## config.mk

```make
export PLATFORM = sky130hd
export DESIGN_NAME = servo_sequencer
export DESIGN_NICKNAME = d
export VERILOG_FILES = /design/src/rtl/servo_sequencer.sv
export SDC_FILE = /design/constraint.sdc
export NUM_CORES = 1
export LEC_CHECK = 0
export BUFFER_PORTS_ARGS = -buffer_cell sky130_fd_sc_hd__buf_2
export CORE_UTILIZATION = 40
export DETAILED_ROUTE_END_ITERATION = 8
export HOLD_SLACK_MARGIN = 0.15
export SLEW_MARGIN = 20
export SYNTH_ARGS = -nofsm -noshare
export SYNTH_HDL_FRONTEND = slang
export SYNTH_SLANG_ARGS = --single-unit
```

## constraint.sdc

```tcl
create_clock -name clk -period 3.5 [get_ports clk]
set_input_delay 0.175 -clock clk [delete_from_list [all_inputs] [get_ports clk]]
set_output_delay 0.175 -clock clk [all_outputs]
set_load 0.005 [all_outputs]
```

## src/rtl/servo_sequencer.sv

```systemverilog
// Servo step sequencer: plays a table of {pulse width, dwell seconds} steps into a
// PWM servo output, with loop/one-shot modes, pause, and abort back to home.
module servo_sequencer #(
  parameter int unsigned CLK_HZ     = 100000000,
  parameter int unsigned NUM_STEPS  = 8,
  parameter int unsigned WIDTH_W    = 18,
  parameter int unsigned SEC_W      = 4,
  parameter int unsigned PERIOD     = 2000000,
  parameter int unsigned HOME_WIDTH = 145000,
  localparam int unsigned IDX_W     = $clog2(NUM_STEPS)
) (
  input  logic               clk,
  input  logic               reset_servo_seq,
  input  logic               enable_seq,
  input  logic               stop,
  input  logic               loop_mode,
  input  logic [IDX_W:0]     seq_len,
  input  logic               wr_en,
  input  logic [IDX_W-1:0]   wr_addr,
  input  logic [WIDTH_W-1:0] wr_width,
  input  logic [SEC_W-1:0]   wr_secs,
  output logic [WIDTH_W-1:0] width_out,
  output logic               pwm_out,
  output logic [IDX_W-1:0]   step_idx,
  output logic               busy,
  output logic               done_seq
);

  localparam int unsigned PRE_W = (CLK_HZ > 1) ? $clog2(CLK_HZ) : 1;
  localparam int unsigned CNT_W = (PERIOD > 1) ? $clog2(PERIOD) : 1;
  localparam logic [WIDTH_W-1:0] HOME       = WIDTH_W'(HOME_WIDTH);
  localparam logic [PRE_W-1:0]   PRE_LAST   = PRE_W'(CLK_HZ - 1);
  localparam logic [CNT_W-1:0]   FRAME_LAST = CNT_W'(PERIOD - 1);
  localparam logic [IDX_W:0]     MAX_LEN    = (IDX_W + 1)'(NUM_STEPS);

  typedef enum logic [1:0] {StIdle, StLoad, StRun, StDone} state_e;

  state_e             state_q, state_d;
  logic [IDX_W-1:0]   idx_q, idx_d;
  logic [IDX_W:0]     len_q, len_d;
  logic [WIDTH_W-1:0] width_q, width_d;
  logic [SEC_W-1:0]   dwell_q, dwell_d;
  logic [PRE_W-1:0]   presc_q, presc_d;
  logic [CNT_W-1:0]   frame_q, frame_d;
  logic [WIDTH_W-1:0] shadow_q, shadow_d;
  logic               pwm_q, pwm_d;
  logic               step_end, step_last;

  logic [WIDTH_W-1:0] tbl_width [NUM_STEPS];
  logic [SEC_W-1:0]   tbl_secs  [NUM_STEPS];

  always_ff @(posedge clk) begin
    if (reset_servo_seq) begin
      for (int i = 0; i < int'(NUM_STEPS); i++) begin
        tbl_width[i] <= HOME;
        tbl_secs[i]  <= '0;
      end
    end else if (wr_en) begin
      tbl_width[wr_addr] <= wr_width;
      tbl_secs[wr_addr]  <= wr_secs;
    end
  end

  assign step_last = ({1'b0, idx_q} + (IDX_W + 1)'(1)) >= len_q;

  always_comb begin
    state_d  = state_q;
    idx_d    = idx_q;
    len_d    = len_q;
    width_d  = width_q;
    dwell_d  = dwell_q;
    presc_d  = presc_q;
    step_end = 1'b0;
    unique case (state_q)
      StIdle: begin
        width_d = HOME;
        idx_d   = '0;
        if (enable_seq) begin
          if (seq_len == '0) begin
            state_d = StDone;
          end else begin
            len_d   = (seq_len > MAX_LEN) ? MAX_LEN : seq_len;
            state_d = StLoad;
          end
        end
      end
      StLoad: begin
        width_d = tbl_width[idx_q];
        dwell_d = tbl_secs[idx_q];
        presc_d = '0;
        state_d = StRun;
      end
      StRun: begin
        // Decrement on each prescaler wrap; the step ends on the wrap that empties
        // the dwell, giving secs*CLK_HZ RUN clocks (one clock for secs=0).
        if (!stop) begin
          if (dwell_q == '0) begin
            step_end = 1'b1;
          end else if (presc_q == PRE_LAST) begin
            presc_d  = '0;
            dwell_d  = dwell_q - SEC_W'(1);
            step_end = (dwell_q == SEC_W'(1));
          end else begin
            presc_d = presc_q + PRE_W'(1);
          end
        end
      end
      StDone: begin
        if (!enable_seq) begin
          state_d = StIdle;
          width_d = HOME;
        end
      end
      default: state_d = StIdle;
    endcase

    if (step_end) begin
      state_d = StLoad;
      if (!step_last) begin
        idx_d = idx_q + IDX_W'(1);
      end else if (loop_mode) begin
        idx_d = '0;
      end else begin
        state_d = StDone;
      end
    end

    // Dropping the run request overrides everything else while active.
    if ((state_q == StLoad || state_q == StRun) && !enable_seq) begin
      state_d = StIdle;
      width_d = HOME;
      idx_d   = '0;
    end
  end

  // Frame counter runs free; the shadow picks up width_out only at frame start.
  always_comb begin
    if (frame_q == FRAME_LAST) begin
      frame_d  = '0;
      shadow_d = width_q;
    end else begin
      frame_d  = frame_q + CNT_W'(1);
      shadow_d = shadow_q;
    end
    pwm_d = 32'(frame_d) < 32'(shadow_d);
  end

  always_ff @(posedge clk) begin
    if (reset_servo_seq) begin
      state_q  <= StIdle;
      idx_q    <= '0;
      len_q    <= '0;
      width_q  <= HOME;
      dwell_q  <= '0;
      presc_q  <= '0;
      frame_q  <= '0;
      shadow_q <= HOME;
      pwm_q    <= 1'b0;
    end else begin
      state_q  <= state_d;
      idx_q    <= idx_d;
      len_q    <= len_d;
      width_q  <= width_d;
      dwell_q  <= dwell_d;
      presc_q  <= presc_d;
      frame_q  <= frame_d;
      shadow_q <= shadow_d;
      pwm_q    <= pwm_d;
    end
  end

  assign width_out = width_q;
  assign pwm_out   = pwm_q;
  assign step_idx  = idx_q;
  assign busy      = (state_q == StRun);
  assign done_seq  = (state_q == StDone);

endmodule

```

== Word-level counts from Yosys, hierarchy flattened ==
Memories as Yosys holds them, arrays and structs flattened. A register that Yosys moved wholly into a read port is not among the register bits.
Cells that the tools add are included.
Operators by class
  eq/ne operators: 12
  reduce and logical (&&, ||, !) cells: 17
  muxes and demuxes: 41
  add/subtract/negate cells: 5
  $lt $le $gt $ge: 3
  bitwise gates (word level): 1
Operators by type and width (count)
  27-bit two-way mux: 3
  18-bit two-way mux: 3
  18-bit case mux with 3 select lines: 1
  27-bit case mux with 2 select lines: 1
  27-bit by 1-bit adder with 27-bit output (second input constant): 1
  27-bit equality test (second input constant): 1
  3-bit two-way mux: 8
  21-bit by 1-bit adder with 21-bit output (second input constant): 1
  21-bit equality test (second input constant): 1
  21-bit by 18-bit < comparator with 1-bit output: 1
  21-bit two-way mux: 1
  4-bit two-way mux: 5
  18-bit OR reduction: 1
  2-bit two-way mux: 6
  1-bit two-way mux: 11
  3-bit AND reduction: 3
  4-bit zero test: 2
  4-bit case mux with 2 select lines: 1
  2-bit != test (second input constant): 3
  2-bit case mux with 3 select lines: 1
  3-bit by 1-bit adder with 4-bit output (second input constant): 1
  2-bit equality test (second input constant): 2
  4-bit by 1-bit equality test with 1-bit output (second input constant): 1
  4-bit greater-or-equal comparator: 1
  19 further kinds: 19
Word-level totals
  word-level logic and storage cells: 90
  bits of input ports: 35
  output and inout bits: 24
  register bits after elaboration: 98
  memories: 2
  memory bits (writable): 176
Memories
  tbl_width: words 8, width 18, rd ports 1, clocked after Yosys merged registers in 1, write ports 8, line 49  | logic [WIDTH_W-1:0] tbl_width [NUM_STEPS];
  tbl_secs: words 8, width 4, rd ports 1, clocked after Yosys merged registers in 1, write ports 8, line 50  | logic [SEC_W-1:0] tbl_secs [NUM_STEPS];

== Longest topological paths before layout ==
  depth in word-level cells: 7
  mapped depth: 11
  depth with buffers taken out: 11

== Worst setup path after synthesis ==
No wires, ideal clock.
  path kind: register to register
  from: register frame_q[17]
  to: register pwm_q (netlist: pwm_out)
  arrival: 2.852 ns
  library setup time: 0.086 ns
  buffers on the path: 1
  setup slack: 0.563 ns
  clock period less this slack: 2.937 ns
  stages on the path, launching flop included: 12
  path through: dfxtp_1 -> nor4bb_1 -> nand4b_1 -> nor2_1 -> buf_2 -> mux2i_1 -> ha_1 -> and3_1 -> nand3_1 -> and3b_1 -> a31o_2 -> a211oi_1
Between the ends
  cells in the longest elaborated chain, start to end: 3
  elaborated cells on any way between the ends: 5
  classes of those cells: add/sub (1); order compare (1); eq/ne (1); mux (2)
RTL lines
  from (decl): line 44  | logic [CNT_W-1:0] frame_q, frame_d;
  from (signal assigned): line 166  | frame_q <= frame_d;
  21-bit by 1-bit adder with 21-bit output or 21-bit equality test (tied branches): line 142, 138
  21-bit two-way mux or 18-bit two-way mux (tied branches): line 138  | if (frame_q == FRAME_LAST) begin
  21-bit by 18-bit < comparator with 1-bit output *: line 145  | pwm_d = 32'(frame_d) < 32'(shadow_d);
  to (signal assigned): line 168  | pwm_q <= pwm_d;
  to (decl): line 46  | logic pwm_q, pwm_d;
Every way passes the cells marked *; elsewhere a longest branch is shown, timed or not.
A chain may end at the register's enable or synchronous reset.

== Worst setup path after layout ==
  from: register state_q[0]
  to: register state_q[1]
Between the ends
  cells in the longest elaborated chain, start to end: 4
  elaborated cells on any way between the ends: 14
  classes of those cells: eq/ne (5); mux (3); reduce/logical (6)
RTL lines
  from (decl): line 38  | state_e state_q, state_d;
  from (signal assigned): line 150  | state_q <= StIdle;
  from (signal assigned): line 160  | state_q <= state_d;
  2-bit equality test or 2-bit by 1-bit equality test with 1-bit output (tied branches): line 74, 129
  1-bit two-way mux or 1-bit logical OR (tied branches): line 74, 129
  3-bit by 2-bit != test with 1-bit output (no line), or another cell as far along
  3-bit AND reduction (no line) or 2-bit OR reduction (tied branches)
Several ways; a longest one is shown, not always the timed one.

==> flow_summary.yaml <==
status:
  status: "finished clean"
timing:
  slew_headroom_pct: 26.9
  min_period_over_period_pct: 87.9
  worst_pin_slew_ns: 1.09
  finClkSkew_ns: 0.00837
  drv_slew: 0
  max_freq_ghz: 0.325
  setup-violations-final: 0
  rsz0062_at_grt: "no"
  hold_viol: 0
  post-route-min-period_ns: 3.08
  tns_ns: 0
yosys:
  synthDistinctLibCells: 66
  synth_cells: 1066
  syn_area_mm2: 0.0129
  synth_ff_type: "edfxtp_1"
  synth.avg_cell_area_um2: 12.1
  synth_simple_gate_area_share_pct: 19.9
  synth_enable_flop_cells: 176
  synth_compound_area_share_pct: 5.35
  synth_top_area_share_pct: 41.0
  synthAdderAreaFrac_pct: 2.91
  yosysSeqAreaShare_pct: 56.2
  yosys.area_share.xor_xnor_pct: 2.51
  async_reset_ff_share_pct: 0
  synthMuxAreaShare_pct: 11.0
  synth_area_leaders: "edfxtp_1, dfxtp_1, mux4_2"
  syn_nets: 1131
  yosys_warnings: 0
  synth_top_family_by_area: "simple AND/OR/NAND/NOR gates"
  yosysTopAreaCell: "edfxtp_1"
  ys_ff_latch: 274
clock_network:
  tritoncts: "yes"
  insertion_delay_ns: 0.55
  cts_max_level: 1
  post-cts-setup-buffers: 0
  cts_buffer_depth: 3
  cts.sinks: 274
  clkTransAtPathRegs_ns: 0.06
  cts-root-buf: "clkbuf_16"
  numCtsBuffers: 30
route:
  drc_errors: 0
  wl_per_cell_um: 19.6
  dr.pass1.iters: 5
  via_per_inst: 5.39
  ant_nets: 0
  drt-initial-drc-count: 630
  routed_wl_um: 31200
  vias: 8580
critical_path:
  crit_start: "state_q[0]"
  r2r_end: "state_q[1]"
  critPathLaunchType: "flip-flop"
  cp_data_required_time_ns: 3.94
  crit_arrival_ns: 3.51
  cp_max_fo: 8
  endpoint: "state_q[1]"
  path_class: "reg2reg"
  timing.rr.start: "state_q[0]"
  timing.reg2reg.setup_slack_ns: 0.42
  reg2reg_depth: 8
  endpoint_kind: "flip-flop"
place:
  place_inst: 1502
  gp_congestion: 0.842
  io_buffers: 58
  hpwl_um: 20800
floorplan:
  dieArea_mm2: 0.0330
  die_w_um: 182
  io_pins: 59
  die_height_um: 182
  start_util_pct: 40.8
  core_area_mm2: 0.0316
  rows: 65
grt:
  track_usage_pct: 19.3
  grt_pass1_wl_um: 49300
  grt_start_max_net_pins: 40
  grt_pass1_vias: 8591
  antenna_found_initial: 3
  grt_overflow_total: 0
layout:
  layout-drive-gt1-share_pct: 17.8
  final_cells: 1592
  areaGrowthSynthToFinish_pct: 16.8
  num-nets-final: 1230
min_path:
  hold_path_depth: 4
  hp-class: "in2reg"
pwr:
  leakage_nw: 5.15
  cellPowerDensity_mw_per_mm2: 521
  ir_worst_vdd_uv: 382
flow_run:
  maxCapViolCount: 0
## layout by cell type (no fill, tap or decap), types with 4 or more instances in the layout
cell type      instances
edfxtp_1             176
and2_1               127
dfxtp_1               95
nor2_1                70
nand2_1               68
buf_2                 58
or3_1                 51
mux4_2                44
dlygate4sd3_1         33
buf_4                 33
clkbuf_16             31
mux2i_1               30
ha_1                  30
nand3_1               27
nand2b_1              24
nor3_1                23
a21oi_1               23
xnor2_1               21
xor2_1                16
o21ai_0               16
nand4_1               15
nor4_1                14
inv_1                 14
a22oi_1               14
mux2_2                11
clkinv_1               9
and3_1                 8
o21ai_2                6
a31oi_1                6
o211ai_1               5
clkbuf_1               5
or4b_1                 4
## kinds of logic after synthesis
kind of cell,after synthesis
flops,274
compound gates,104
fa+ha+maj,30
buf+inv,72
xor+xnor,37
simple gates,464
mux,85
## repair_timing
| action | CTS | global route |
|---|---|---|
| hold buffers | 33 | 0 |
| resized for setup | 0 | 0 |
| endpoints found under the hold margin | 185 | 0 |
| endpoints found under the setup margin | 0 | 0 |
## worst max-delay path, cell delays in order, from the launching register on
cell and delay (ns):
dfxtp_1 0.34, inv_1 0.15, ha_1 0.38, clkinv_1 0.31
nor4_1 0.69, o31ai_1 0.26, o21ai_0 0.22, a21oi_1 0.06
dlygate4sd3_1 0.55
## through the flow
step | instance area (um2) | power (mW) | hold slack [ns] | util, % | setup slack [ns]
2_1_floorplan | 12900 | 4.42 | 0.323 | - | 0.563
3_3_place_gp | 13800 | 4.77 | 0.422 | 43.5 | 0.478
3_5_place_dp | 13800 | 4.79 | 0.444 | 43.5 | 0.471
4_1_cts | 15100 | 7.92 | 0.168 | 47.6 | 0.422
5_1_grt | 15100 | 8.17 | 0.228 | 47.6 | 0.0733
6_report | 15100 | 7.85 | 0.191 | 47.6 | 0.424
## power by group
group	switching [mW]	leakage, nW	internal [mW]	total, mW
Sequential	0.125	2.51	3.64	3.76
Combinational	0.605	2.19	0.387	0.993
Clock	1.27	0.451	1.82	3.09
Total	2.00	5.15	5.85	7.85
## registers in the layout, summed over array words and instances, names as in the netlist
register,flops
len_q,4
state_q,2
frame_q,21
presc_q,27
tbl_secs,32
shadow_q,18
step_idx,3
width_out,18
pwm_out,1
dwell_q,4
tbl_width,144
## area by class of cell
cell class,instances,area [um2]
diodes,2,5.00
clock inverters,19,168
fillers,2825,16600
clock buffers,36,795
repair buffers,124,868
multi-input cells,720,5420
well taps,402,503
flip-flops and latches,274,7250
inverters,15,56.3
## synth_stat cells (8+ instances only)
cell,count
a21oi_1,23
a22oi_1,14
and2_1,127
and3_1,8
clkbuf_1,48
dfxtp_1,98
edfxtp_1,176
ha_1,30
inv_1,14
mux2_2,11
mux2i_1,30
mux4_2,44
nand2_1,68
nand2b_1,24
nand3_1,27
nand4_1,15
nor2_1,71
nor3_1,25
nor4_1,14
o21ai_0,23
or3_1,51
xnor2_1,21
xor2_1,16
## layer usage
metal / wire length (um) / global-route usage [%]
met2: 15000 / 32.6
met1: 14500 / 26.4
met3: 1260 / 2.75
met4: 506 / 3.93
met5: 13 / 0
## worst min path at each step
stage                         start      endpoint  slack (ns)
floorplan                seq_len[0]      len_q[0]        0.32
global placement         seq_len[2]      len_q[2]        0.42
detailed placement       seq_len[2]      len_q[2]        0.44
CTS                      enable_seq    state_q[0]        0.17
global route        reset_servo_seq  shadow_q[15]        0.23
finish                   enable_seq    state_q[0]        0.19
Power figures use the tool's default switching activity.
